**src/rtl/param_shift_sequencer.sv**
```systemverilog
// Multi-cycle WIDTH-bit shifter: one bit position per clock, four shift modes,
// programmable count, start/busy/done handshake.
module param_shift_sequencer #(
    parameter  int WIDTH = 8,
    localparam int CNT_W = $clog2(WIDTH + 1)
) (
    input  logic             clk,
    input  logic             reset_n,
    input  logic             load_n,
    input  logic [WIDTH-1:0] load_val,
    input  logic             start,
    input  logic [CNT_W-1:0] amount,
    input  logic [1:0]       mode,
    output logic [WIDTH-1:0] Q,
    output logic             busy,
    output logic             done,
    output logic             shift_out
);

    typedef enum logic [1:0] {IDLE, SHIFT, DONE} state_t;

    state_t           state, state_nxt;
    logic [CNT_W-1:0] cnt, cnt_nxt, amt_clamp;
    logic [1:0]       mode_q, mode_nxt;
    logic [WIDTH-1:0] q_nxt, sh_q;
    logic             so_nxt, sh_bit;

    assign amt_clamp = (amount > CNT_W'(WIDTH)) ? CNT_W'(WIDTH) : amount;

    // One-bit shift of the current contents under the latched mode.
    always_comb begin
        sh_q   = Q;
        sh_bit = Q[0];
        case (mode_q)
            2'b00: sh_q = {1'b0, Q[WIDTH-1:1]};
            2'b01: sh_q = {Q[WIDTH-1], Q[WIDTH-1:1]};
            2'b10: begin
                sh_q   = {Q[WIDTH-2:0], 1'b0};
                sh_bit = Q[WIDTH-1];
            end
            default: sh_q = {Q[0], Q[WIDTH-1:1]};
        endcase
    end

    always_comb begin
        state_nxt = state;
        cnt_nxt   = cnt;
        mode_nxt  = mode_q;
        q_nxt     = Q;
        so_nxt    = shift_out;
        if (!load_n) begin
            // A load in any state wins and abandons a sequence without a done pulse.
            q_nxt     = load_val;
            so_nxt    = 1'b0;
            cnt_nxt   = '0;
            state_nxt = IDLE;
        end else begin
            case (state)
                IDLE: if (start) begin
                    mode_nxt  = mode;
                    cnt_nxt   = amt_clamp;
                    state_nxt = (amt_clamp != '0) ? SHIFT : DONE;
                end
                SHIFT: begin
                    q_nxt   = sh_q;
                    so_nxt  = sh_bit;
                    cnt_nxt = cnt - CNT_W'(1);
                    if (cnt == CNT_W'(1)) state_nxt = DONE;
                end
                DONE:    state_nxt = IDLE;
                default: state_nxt = IDLE;
            endcase
        end
    end

    always_ff @(posedge clk or negedge reset_n) begin
        if (!reset_n) begin
            state     <= IDLE;
            cnt       <= '0;
            mode_q    <= 2'b00;
            Q         <= '0;
            shift_out <= 1'b0;
        end else begin
            state     <= state_nxt;
            cnt       <= cnt_nxt;
            mode_q    <= mode_nxt;
            Q         <= q_nxt;
            shift_out <= so_nxt;
        end
    end

    assign busy = (state == SHIFT);
    assign done = (state == DONE);

endmodule

```
**config.mk**
```make
export PLATFORM = sky130hd
export DESIGN_NAME = param_shift_sequencer
export DESIGN_NICKNAME = d
export VERILOG_FILES = /design/src/rtl/param_shift_sequencer.sv
export SDC_FILE = /design/constraint.sdc
export NUM_CORES = 1
export LEC_CHECK = 0
export BUFFER_PORTS_ARGS = -buffer_cell sky130_fd_sc_hd__buf_2
export CAP_MARGIN = 15
export CORE_UTILIZATION = 42
export DETAILED_ROUTE_END_ITERATION = 6
export MAX_ROUTING_LAYER = met4
export PLACE_DENSITY = 0.63
export SLEW_MARGIN = 25
export SYNTH_ARGS = -nofsm -noshare
export SYNTH_HDL_FRONTEND = slang
export SYNTH_SLANG_ARGS = --single-unit
```
**constraint.sdc**
```tcl
create_clock -name clk -period 3.5 [get_ports clk]
set_input_delay 0.35 -clock clk [delete_from_list [all_inputs] [get_ports clk]]
set_output_delay 0.35 -clock clk [all_outputs]
set_load 0.01 [all_outputs]
```
==> results of run 1 <==
## stage by stage
stage | instances | utilization, % | total power [uW]
final | 161 | 53.22 | 910.4
after detailed placement | 156 | 51.57 | 797.2
after global routing | 161 | 53.22 | 989.7
after CTS | 161 | 53.22 | 909.8
after global placement | 156 | 51.57 | 800.2
after floorplan | 108 | - | 685.2
## flip-flops by register name, summed over array words and instances, names as in the netlist
name       count
Q              8
cnt            4
mode_q         2
shift_out      1
state          2
## layout by cell type, fill, tap and decap left out, drive strengths merged, types with 2 or more instances in the layout
master | synthesis | final
inv | 7 | 7
nand3b | 2 | 2
o2bb2ai | 6 | 6
dfrtp | 17 | 17
buf | 4 | 28
and3b | 6 | 6
ha | 2 | 2
a21oi | 4 | 4
o21ai | 6 | 6
nor3b | 2 | 2
nor2 | 5 | 5
clkbuf | 4 | 3
nor3 | 2 | 2
mux2 | 2 | 2
a211oi | 7 | 7
nor4 | 3 | 3
nand3 | 3 | 3
o31ai | 2 | 2
a31oi | 3 | 3
nand2 | 3 | 3
nand2b | 3 | 3
## worst max-delay path: cells and delay by family, from the launching register on
kind,cells,cell delay (ns)
buf+inv,2,0.40
flops,1,0.51
simple gates,1,0.44
## synth_stat cells
library cell,instances
a2bb2oi_1,1
mux2i_1,1
nor4_1,3
nor4bb_1,1
nor2b_1,1
inv_1,6
nand4b_1,1
a21oi_1,4
nor3b_1,2
o211ai_1,1
and3b_1,6
nand2_1,3
o21ai_0,6
nor2_1,5
ha_1,2
o21ba_2,1
nor3_1,2
or3b_4,1
o31ai_1,2
nand2b_1,3
dfrtp_1,17
mux2_4,2
a22oi_1,1
buf_6,1
a211o_1,1
a31oi_1,3
o2bb2ai_1,6
o22ai_1,1
o21bai_1,1
a21o_1,1
clkbuf_1,4
inv_2,1
nand3b_1,2
buf_2,3
o22a_1,1
nand3_1,3
or2_4,1
a211oi_1,7
## worst max-delay path by stage
| stage | endpoint | slack (ns) | cells past startpoint |
|---|---|---|---|
| floorplan | mode_q[0]$_DFFE_PN0P_ | 1.98 | 4 |
| finish | busy | 1.51 | 3 |
| global placement | mode_q[0]$_DFFE_PN0P_ | 1.82 | 4 |
| CTS | busy | 1.51 | 3 |
| global route | busy | 1.38 | 3 |
| detailed placement | mode_q[1]$_DFFE_PN0P_ | 1.81 | 4 |
## cells by family after synthesis
group                    Yosys count  share of synthesized area, %
AO/OA/AOI/OAI                     37                         25.15
adder cells (fa/ha/maj)            2                         2.406
buffers and inverters             15                         6.497
flip-flops                        17                         40.91
multiplexers                       3                         3.851
AND/OR/NAND/NOR                   34                         21.18
## per-layer routing
metal  wire [um]  GRT usage, %  up-vias  part of all wire (%)
li1            -             -      458                     -
met5           0             -        -                     0
met4          18         7.207        0                  0.75
met1        1203         31.48      444                    50
met2        1042         30.30       32                    43
met3         134         2.632        2                   5.6
## final cells by class
class	count	area (um^2)	share of cell area [%]
inverter	7	26.28	2.169
multi-input combinational	76	546.8	45.14
clock buffer	3	22.52	1.860
tap	28	35.03	2.893
clock inverter	1	5.005	0.4132
timing repair buffer	29	150.1	12.40
sequential	17	425.4	35.12
## where the power goes
group | switching [uW] | leakage (uW) | internal, uW | total, uW
clock | 67.5 | 0.0000177 | 42.5 | 110
combinational | 223 | 0.000355 | 207 | 430
sequential | 102 | 0.000212 | 268 | 371
==> summary.md, run 1 <==
| Metric | Value |
|---|---|
| Syn_nets | `128` |
| Least-Margin Pin Slew | `0.4656 ns` |
| F_max | `0.5022 GHz` |
| Max IR drop VDD | `411.2 uV` |
| Total CTS buffers | `3` |
| Nets | `154` |
| # fillers | `222` |
| R2R Path End | `cnt[0]$_DFFE_PN0P_` |
| Worst skew pair latency | `0.29 ns` |
| # DRC | `0` |
| Syn Inst Count | `108` |
| Drt via density | `5.814` |
| Max Cap Violations | `0` |
| Worst Setup End Kind | `output port` |
| FP Rows | `17` |
| Hold Buf Count CTS | `1` |
| Port Buf Inserts | `28` |
| Hold Vio Cnt, Final | `0` |
| Worst hold-check path type | `in2reg` |
| Post-Syn Area | `1040 um^2` |
| WL/cell | `14.90 um` |
| PwrDens | `751.6 nW/um^2` |
| H-tree levels | `1` |
| Total gr overflow | `0` |
| Register area share after synthesis | `40.91%` |
| Worst Setup Slack, final | `1.509 ns` |
| Hold Path Sink | `Q[2]$_DFFE_PN0P_` |
| HPWL Detailed | `1680 um` |
| Clock-pin slew on the worst setup and hold paths | `0.11 ns` |
| Area Overhead vs Synth | `16.49%` |
| WL final | `2399 um` |
| Gr usage total | `21.39%` |
| Max Transition Viols Final | `0` |
| IO Count | `29` |
| Yosys Warn Count | `0` |
| Outcome | `completed` |
| Post-route cell area | `1211 um^2` |
| Area leader, netlist | `dfrtp_1` |
| Die ar. | `2679 um^2` |
| Largest net degree at the start of global routing | `18` |
| Synth top area share | `40.91%` |
| Crit-path slowest cell | `dfrtp_1` |
| Synthesized area per cell | `9.627 um^2` |
| Unrepaired setup endpoints after global routing | `no` |
| LEAKAGE | `0.0005839 uW` |
| Worst slack at placement | `1.809 ns` |
| Total number of vias | `936` |
| CP Class | `reg2out` |
| Root buffer cell | `clkbuf_4` |
| Worst hold stages | `2` |
| Placed cell areas | `1174 um^2` |
| DR iter-0 viols | `36` |
| Die height | `51.76 um` |
| Fin crit share | `56.89%` |
| Clk buf depth | `2` |
| CTS tree | `done` |
| Core Area | `2276 um^2` |
| Worst Setup Start Kind | `register` |
| Global-route wire length before repair | `4077 um` |
| Synth unique cells | `38` |
| Min Clock Period, post-route | `1.991 ns` |
| Clock Sinks | `17` |
| Worst-case clock skew | `0.002859 ns` |
| GPL Wtd Cong | `0.8935` |
| ANT cells | `0` |
| CP Launch Point | `state[1]$_DFFE_PN0P_` |
| Initial DRT Pass Iterations | `4` |
| Initial Utilization | `45.68%` |
| Crit path DAT | `1.64 ns` |
| Initial antenna violation count | `0` |
| CP required | `3.15 ns` |
| Number of global-route vias before repair | `872` |
| Post-cts gate resize count | `0` |
| Critical-path cell list | `nand2b_1, inv_2, buf_2` |
| Die width | `51.76 um` |
| Register bit total from synthesis | `17` |
| Worst r2r src | `state[1]$_DFFE_PN0P_` |
| Largest cells by area after synthesis | `dfrtp_1 41%, a211oi_1 5.1%, and3b_1 5.1%` |
| Post-CTS Setup Repair Bufs | `0` |
| Routed Antenna Nets | `0` |
| Worst r2r path cells | `4` |
| Worst-path fanout max | `14` |
| Slew margin rel. | `68.67%` |
| Hold WS | `0.2570 ns` |
| Final setup violation count | `0` |
| TNS Setup | `0 ns` |
| R2r setup slk | `1.84 ns` |
| Slowest stage delay, CP | `0.51 ns` |
| Layout cells sized above 1 | `28.57%` |
| Min-Delay Startpoint | `load_val[2]` |
(Power assumes the default switching activity.)
==> run 2: changes to the inputs <==
Clock period 3.5 ns to 2.01 ns, I/O delays scaled along.
==> run 2 against run 1 <==
Compared with the run above:
- highest routed layer unchanged
- count of clock-buffer cells in the layout increased by 1
- combinational power grew 76%
- largest power group unchanged
- sequential power is 75% higher
- setup slack lost 1.1 ns
- critical path depth did not move
==> summary.md, run 2 (same netlist as run 1, synthesis figures left out) <==
| Metric | Value |
|---|---|
| H-tree levels | `1 (unchanged)` |
| CP required | `2.19 ns (-0.96 ns)` |
| Hold Vio Cnt, Final | `0 (unchanged)` |
| Max Transition Viols Final | `0 (unchanged)` |
| Initial Utilization | `45.68% (unchanged)` |
| Clock Sinks | `17 (unchanged)` |
| Placed cell areas | `1181 um^2 (+0.64%)` |
| Area Overhead vs Synth | `17.09%` |
| Worst skew pair latency | `0.29 ns (about the same)` |
| Gr usage total | `21.26% (-0.13 points)` |
| Slew margin rel. | `69.53% (+0.85 points)` |
| Initial DRT Pass Iterations | `4 (unchanged)` |
| CTS tree | `done` |
| Initial antenna violation count | `0 (unchanged)` |
| Worst Setup End Kind | `register` |
| F_max | `0.6427 GHz` |
| Worst-case clock skew | `0.003009 ns (+0.0001493 ns)` |
| Worst Setup Slack, final | `0.4539 ns (-1.055 ns)` |
| Die width | `51.76 um (unchanged)` |
| DR iter-0 viols | `32 (-11%)` |
| Outcome | `completed` |
| Biggest register | `Q` |
| Global-route wire length before repair | `4126 um (+1.2%)` |
| Met2 Track Usage GR | `29.87% (-0.43 points)` |
| TNS Setup | `0 ns (unchanged)` |
| Unrepaired setup endpoints after global routing | `no` |
| Top Registers | `Q: 8 flops, cnt: 4 flops` |
| Die ar. | `2679 um^2 (unchanged)` |
| Number of global-route vias before repair | `882 (+1.1%)` |
| CP Class | `reg2reg` |
| FP Rows | `17 (unchanged)` |
| ANT cells | `0 (unchanged)` |
| Total number of vias | `930 (-0.64%)` |
| Total CTS buffers | `3 (unchanged)` |
| Port Buf Inserts | `28 (unchanged)` |
| Die height | `51.76 um (unchanged)` |
| GRT busiest layer | `met1` |
| Post-cts gate resize count | `0 (unchanged)` |
| Commonest non-fill, non-tap cell in the layout | `buf_2` |
| Max IR drop VDD | `662.7 uV (+61%)` |
| Layout cells sized above 1 | `28.36% (-0.21 points)` |
| Max FFs per register | `8 (unchanged)` |
| Hold Buf Count CTS | `1 (unchanged)` |
| Clock-pin slew on the worst setup and hold paths | `0.10 ns (about the same)` |
| Fin crit share | `77.42%` |
| Max Cap Violations | `0 (unchanged)` |
| Total gr overflow | `0 (unchanged)` |
| WL/cell | `14.75 um (-0.99%)` |
| GPL Wtd Cong | `0.8532 (-4.5%)` |
| Root buffer cell | `clkbuf_4` |
| Worst Setup Start Kind | `register` |
| Worst slack at placement | `0.4618 ns (-1.347 ns)` |
| Worst hold-check path type | `in2reg` |
| Total power draw | `1588 uW (+74%)` |
| Worst-path fanout max | `10 (-4)` |
| Final setup violation count | `0 (unchanged)` |
| Hold WS | `0.1171 ns (-0.1398 ns)` |
| HPWL Detailed | `1690 um (+0.56%)` |
| Min Clock Period, post-route | `1.556 ns` |
| Met1 usage | `31.01% (-0.47 points)` |
| # DRC | `0 (unchanged)` |
| Largest net degree at the start of global routing | `18 (unchanged)` |
| Nets | `155 (+0.65%)` |
| Post-CTS Setup Repair Bufs | `0 (unchanged)` |
| Drt via density | `5.741 (-1.3%)` |
| Commonest non-fill, non-tap cells in the layout | `28 x buf_2, 17 x dfrtp_1, 7 x a211oi_1` |
| Post-route cell area | `1217 um^2 (+0.52%)` |
| Crit path DAT | `1.74 ns (+0.10 ns)` |
| Routed Antenna Nets | `0 (unchanged)` |
| Least-Margin Pin Slew | `0.4529 ns (-0.01271 ns)` |
| IO Count | `29 (unchanged)` |
| LEAKAGE | `0.0005857 uW (+0.30%)` |
| PwrDens | `1305 nW/um^2 (+74%)` |
| Clk buf depth | `2 (unchanged)` |
| M3 GR Usage | `2.632% (unchanged)` |
| Core Area | `2276 um^2 (unchanged)` |
| WL final | `2390 um (-0.38%)` |
-- run 2: cell types whose count changed in the layout (fill, tap and decap cells not counted), sizes merged --
cell / delta
clkinv: -1
buf: +1
clkbuf: +1
-- run 2: worst max-delay path, cell delays in order (launching register included) --
cell and delay, ns:
dfrtp_1 0.48, or3b_4 0.43, or2_4 0.25, mux2_4 0.29
-- run 2: worst paths after layout --
check                                startpoint               endpoint  slack (ns)  depth (start not counted)
max                        state[1]$_DFFE_PN0P_  mode_q[0]$_DFFE_PN0P_        0.45                          3
min                                 load_val[1]       Q[1]$_DFFE_PN0P_        0.12                          2
max reg2reg                state[1]$_DFFE_PN0P_  mode_q[0]$_DFFE_PN0P_        0.45                          3
min reg2reg                  cnt[1]$_DFFE_PN0P_     cnt[1]$_DFFE_PN0P_        0.58                          2
max in group asynchronous               reset_n       Q[6]$_DFFE_PN0P_        1.37                          2
min in group asynchronous               reset_n     cnt[3]$_DFFE_PN0P_        0.35                          2
-- run 2: cell type report --
cell class | instances | area, um^2
Clock buffer | 4 | 26.28
Fill cell | 220 | 1059
Inverter | 7 | 26.28
Multi-Input combinational cell | 76 | 546.8
Sequential cell | 17 | 425.4
Tap cell | 28 | 35.03
Timing Repair Buffer | 30 | 157.7
-- run 2: per-stage QoR --
stage / std cells / util [%]
global placement: 157 / 51.90
floorplan: 108 / -
CTS: 162 / 53.49
global route: 162 / 53.49
finish: 162 / 53.49
detailed placement: 157 / 51.90
-- run 2: where the power goes --
group	internal (uW)	leakage (uW)	switching, uW
clock network	77.0	0.0000150	108
logic	371	0.000359	385
registers	467	0.000212	180
total	916	0.000586	672
-- run 2: per-layer routing --
metal  up-vias  routed length, um
met5         -                  0
met2        31               1054
met1       440               1194
met4         0                 14
met3         2                126
li1        457                  -
==> run 3: changes to the inputs <==
Settings changed: ABC_AREA from default to 1, PLACE_DENSITY 0.63 to 0.66.
Clock period 2.01 ns to 1.29 ns, I/O delays scaled along.
==> run 3 against run 2 <==
Compared with the run above:
- sequential share of layout area shrank 0.78 points
- clock power increased by 61%
- core utilization grew 1.9 points
- clock skew grew 0.0029 ns
- via count grew 9.1%
- worst hold slack worse by 0.058 ns
- critical path type is now reg2out
- final area rose by 2.6%
- synthesized area fell by 0.96%
- register-to-register slack worse by 0.40 ns
- critical path depth unchanged
- highest routed layer unchanged
==> summary.md, run 3 <==
| Metric | Value |
|---|---|
| Clock-pin slew on the worst setup and hold paths | `0.11 ns (about the same)` |
| HPWL Detailed | `1723 um (+2.0%)` |
| Largest net degree at the start of global routing | `18 (unchanged)` |
| Post-Synth Simple-Gate Area | `33.05% (+12 points)` |
| Unrepaired setup endpoints after global routing | `yes` |
| Post-synthesis compound-gate area fraction | `12.88% (-12 points)` |
| Syn Inst Count | `145 (+34%)` |
| Die height | `51.52 um (-0.46%)` |
| Top layer in use | `met4` |
| Yosys Warn Count | `0 (unchanged)` |
| Metal3 WL | `112 um (-11%)` |
| Top Registers | `Q: 8 flops, cnt: 4 flops` |
| Worst hold-check path type | `in2reg` |
| Most common cell in the synthesized netlist | `nand2_1` |
| Worst Setup Start Kind | `register` |
| Hold Vio Cnt, Final | `0 (unchanged)` |
| Critical-path cell list | `inv_1, nor2_2, buf_2` |
| Largest cells by area after synthesis | `dfrtp_1 41%, nand2_1 17%, inv_1 7.7%` |
| F_max | `0.7805 GHz` |
| Max Cap Violations | `0 (unchanged)` |
| Synth cell count leaders | `46 x nand2_1, 21 x inv_1, 17 x dfrtp_1, 16 x nor2_1, 13 x nand3_1` |
| WL final | `2292 um (-4.1%)` |
| CP Launch Point | `state[0]$_DFFE_PN0P_` |
| Core Area | `2255 um^2 (-0.93%)` |
| Largest family of logic cells by synthesized area | `simple AND/OR/NAND/NOR gates` |
| Max IR drop VDD | `1118 uV (+69%)` |
| Synth top area share | `41.31% (+0.40 points)` |
| Commonest non-fill, non-tap cell in the layout | `nand2_1` |
| Clk buf depth | `2 (unchanged)` |
| Gr usage total | `20.51% (-0.75 points)` |
| Crit path max-delay family | `flip-flops` |
| Worst skew pair latency | `0.29 ns (about the same)` |
| Drt via density | `4.951 (-14%)` |
| Worst r2r src | `state[1]$_DFFE_PN0P_` |
| Commonest non-fill, non-tap cells in the layout | `45 x nand2_1, 28 x buf_2, 20 x inv_1` |
| Post-Syn Area | `1030 um^2 (-0.96%)` |
| Slew margin rel. | `74.14% (+4.6 points)` |
| Min Clock Period, post-route | `1.281 ns` |
| Max FFs per register | `8 (unchanged)` |
| H-tree levels | `1 (unchanged)` |
| Number of global-route vias before repair | `885 (+0.34%)` |
| CP Class | `reg2out` |
| IO Count | `29 (unchanged)` |
| Total CTS buffers | `3 (unchanged)` |
| Post-route cell area | `1249 um^2 (+2.6%)` |
| Layout cells sized above 1 | `23.73% (-4.6 points)` |
| LEAKAGE | `0.0006953 uW (+19%)` |
| Placed Cells | `200 (+27%)` |
| Count of flip-flops with a built-in enable after synthesis | `0 (unchanged)` |
| Worst-path fanout max | `5 (-5)` |
| Post-CTS Setup Repair Bufs | `0 (unchanged)` |
| Routed Antenna Nets | `0 (unchanged)` |
| Ys async rst share | `100.0% (unchanged)` |
| Nets | `198 (+28%)` |
| Final core utilization | `55.38% (+1.9 points)` |
| Hold WS | `0.05950 ns (-0.05763 ns)` |
| Crit path DAT | `1.15 ns (-0.59 ns)` |
| Synthesized area per cell | `7.102 um^2 (-26%)` |
| WL/cell | `11.18 um (-24%)` |
| Worst-case clock skew | `0.005871 ns (+0.002862 ns)` |
| Crit-path slowest cell | `dfrtp_2` |
| Biggest register | `Q` |
| GPL Wtd Cong | `0.8207 (-3.8%)` |
| Outcome | `completed` |
| Multiplexer share of the synthesized area | `0% (-3.9 points)` |
| Register area share after synthesis | `41.31% (+0.40 points)` |
| Met2 wire length | `1066 um (+1.1%)` |
| Syn_nets | `165 (+29%)` |
| Worst Setup End Kind | `output port` |
| Worst r2r path cells | `6 (+3)` |
| Initial DRT Pass Iterations | `4 (unchanged)` |
| # fillers | `231 (+5.0%)` |
| R2r setup slk | `0.05 ns (-0.40 ns)` |
| Global-route wire length before repair | `3864 um (-6.3%)` |
| WP buf/inv | `2 (+2)` |
| Die width | `51.52 um (-0.46%)` |
| Placed cell areas | `1196 um^2 (+1.3%)` |
| Synth unique cells | `19 (-50%)` |
| CP required | `1.16 ns (-1.03 ns)` |
| Area Overhead vs Synth | `21.26%` |
| Max Transition Viols Final | `0 (unchanged)` |
| ANT cells | `0 (unchanged)` |
| Register bit total from synthesis | `17 (unchanged)` |
| Die ar. | `2654 um^2 (-0.93%)` |
| Xor and xnor fraction of the mapped netlist area | `0% (unchanged)` |
| Fin crit share | `99.32%` |
| Port Buf Inserts | `28 (unchanged)` |
| Fin cells | `205 (+27%)` |
| Synth Flop Type | `dfrtp_1` |
| CP Depth | `3 (unchanged)` |
| Post-Synth Adder-Cell Area | `2.430% (+0.023 points)` |
| DR iter-0 viols | `24 (-25%)` |
| R2R Path End | `state[0]$_DFFE_PN0P_` |
| Total number of vias | `1015 (+9.1%)` |
| Least-Margin Pin Slew | `0.3879 ns (-0.06502 ns)` |
| Slowest stage delay, CP | `0.43 ns (-0.05 ns)` |
| Final setup violation count | `0 (unchanged)` |
| Area leader, netlist | `dfrtp_1` |
| Capture point of the worst path | `busy` |
| CTS tree | `done` |
| # DRC | `0 (unchanged)` |
| Total gr overflow | `0 (unchanged)` |
| PwrDens | `1906 nW/um^2 (+46%)` |
| Met1 wire length | `1088 um (-8.9%)` |
| Initial antenna violation count | `0 (unchanged)` |
| Clock Sinks | `17 (unchanged)` |
| FP Rows | `17 (unchanged)` |
| Initial Utilization | `45.67% (about the same)` |
| Root buffer cell | `clkbuf_4` |
## run 3: metal layers
metal	GRT usage, %	up-vias
met2	32.03	28
met1	26.53	459
met3	3.509	4
met5	-	-
met4	8.108	0
li1	-	524
## run 3: worst min-delay path by stage
stage           startpoint               end  slack, ns  cells after the start
2_1_floorplan      reset_n  Q[0]$_DFFE_PN0P_      -0.17                      0
3_3_place_gp       reset_n  Q[2]$_DFFE_PN0P_       0.07                      1
3_5_place_dp       reset_n  Q[2]$_DFFE_PN0P_       0.08                      1
4_1_cts        load_val[2]  Q[2]$_DFFE_PN0P_       0.06                      3
5_1_grt        load_val[5]  Q[5]$_DFFE_PN0P_       0.06                      3
6_report       load_val[2]  Q[2]$_DFFE_PN0P_       0.06                      3
## run 3: worst reg2reg max path, cell delays in order (launching register included)
cell	delay, ns
dfrtp_1	0.43
inv_2	0.12
nand2_4	0.12
nor2_8	0.18
nand2_1	0.10
nand2_1	0.09
o21ai_0	0.09
## run 3: report_power, final
part           switching [uW]  internal [uW]  total, uW
Clock                     178            120        298
Sequential                164            736        899
Combinational             758            425       1180
## run 3: cell families (layout without fill, tap and decap cells)
| logic type | after synthesis | after routing |
|---|---|---|
| AO/OA/AOI/OAI | 22 | 22 |
| adder cells (fa/ha/maj) | 2 | 2 |
| buffers and inverters | 25 | 57 |
| flip-flops | 17 | 17 |
| AND/OR/NAND/NOR | 79 | 79 |
## run 3: repair_timing
action / in CTS / in global routing
hold endpoints to repair: 17 / 0
gates cloned: 0 / 0
gates resized for setup: 2 / 4
hold buffers: 1 / 0
pin swaps: 0 / 1
endpoints found under the setup margin: 1 / 12
## run 3: cell type report
| class | count | area, um^2 | area share [%] |
|---|---|---|---|
| well taps | 28 | 35.03 | 2.806 |
| inverters | 22 | 82.58 | 6.613 |
| repair buffers | 31 | 165.2 | 13.23 |
| flip-flops and latches | 17 | 426.7 | 34.17 |
| multi-input cells | 103 | 513.0 | 41.08 |
| clock buffers | 4 | 26.28 | 2.104 |
## run 3: metrics by stage
stage | total power [uW] | TNS [ns] | worst slack, ns
detailed placement | 2039 | 0 | 0.02878
CTS | 2354 | 0 | 0.001138
global route | 2608 | -0.1186 | -0.06222
finish | 2380 | 0 | 0.008783
floorplan | 1709 | 0 | 0.1871
global placement | 2029 | 0 | 0.06771
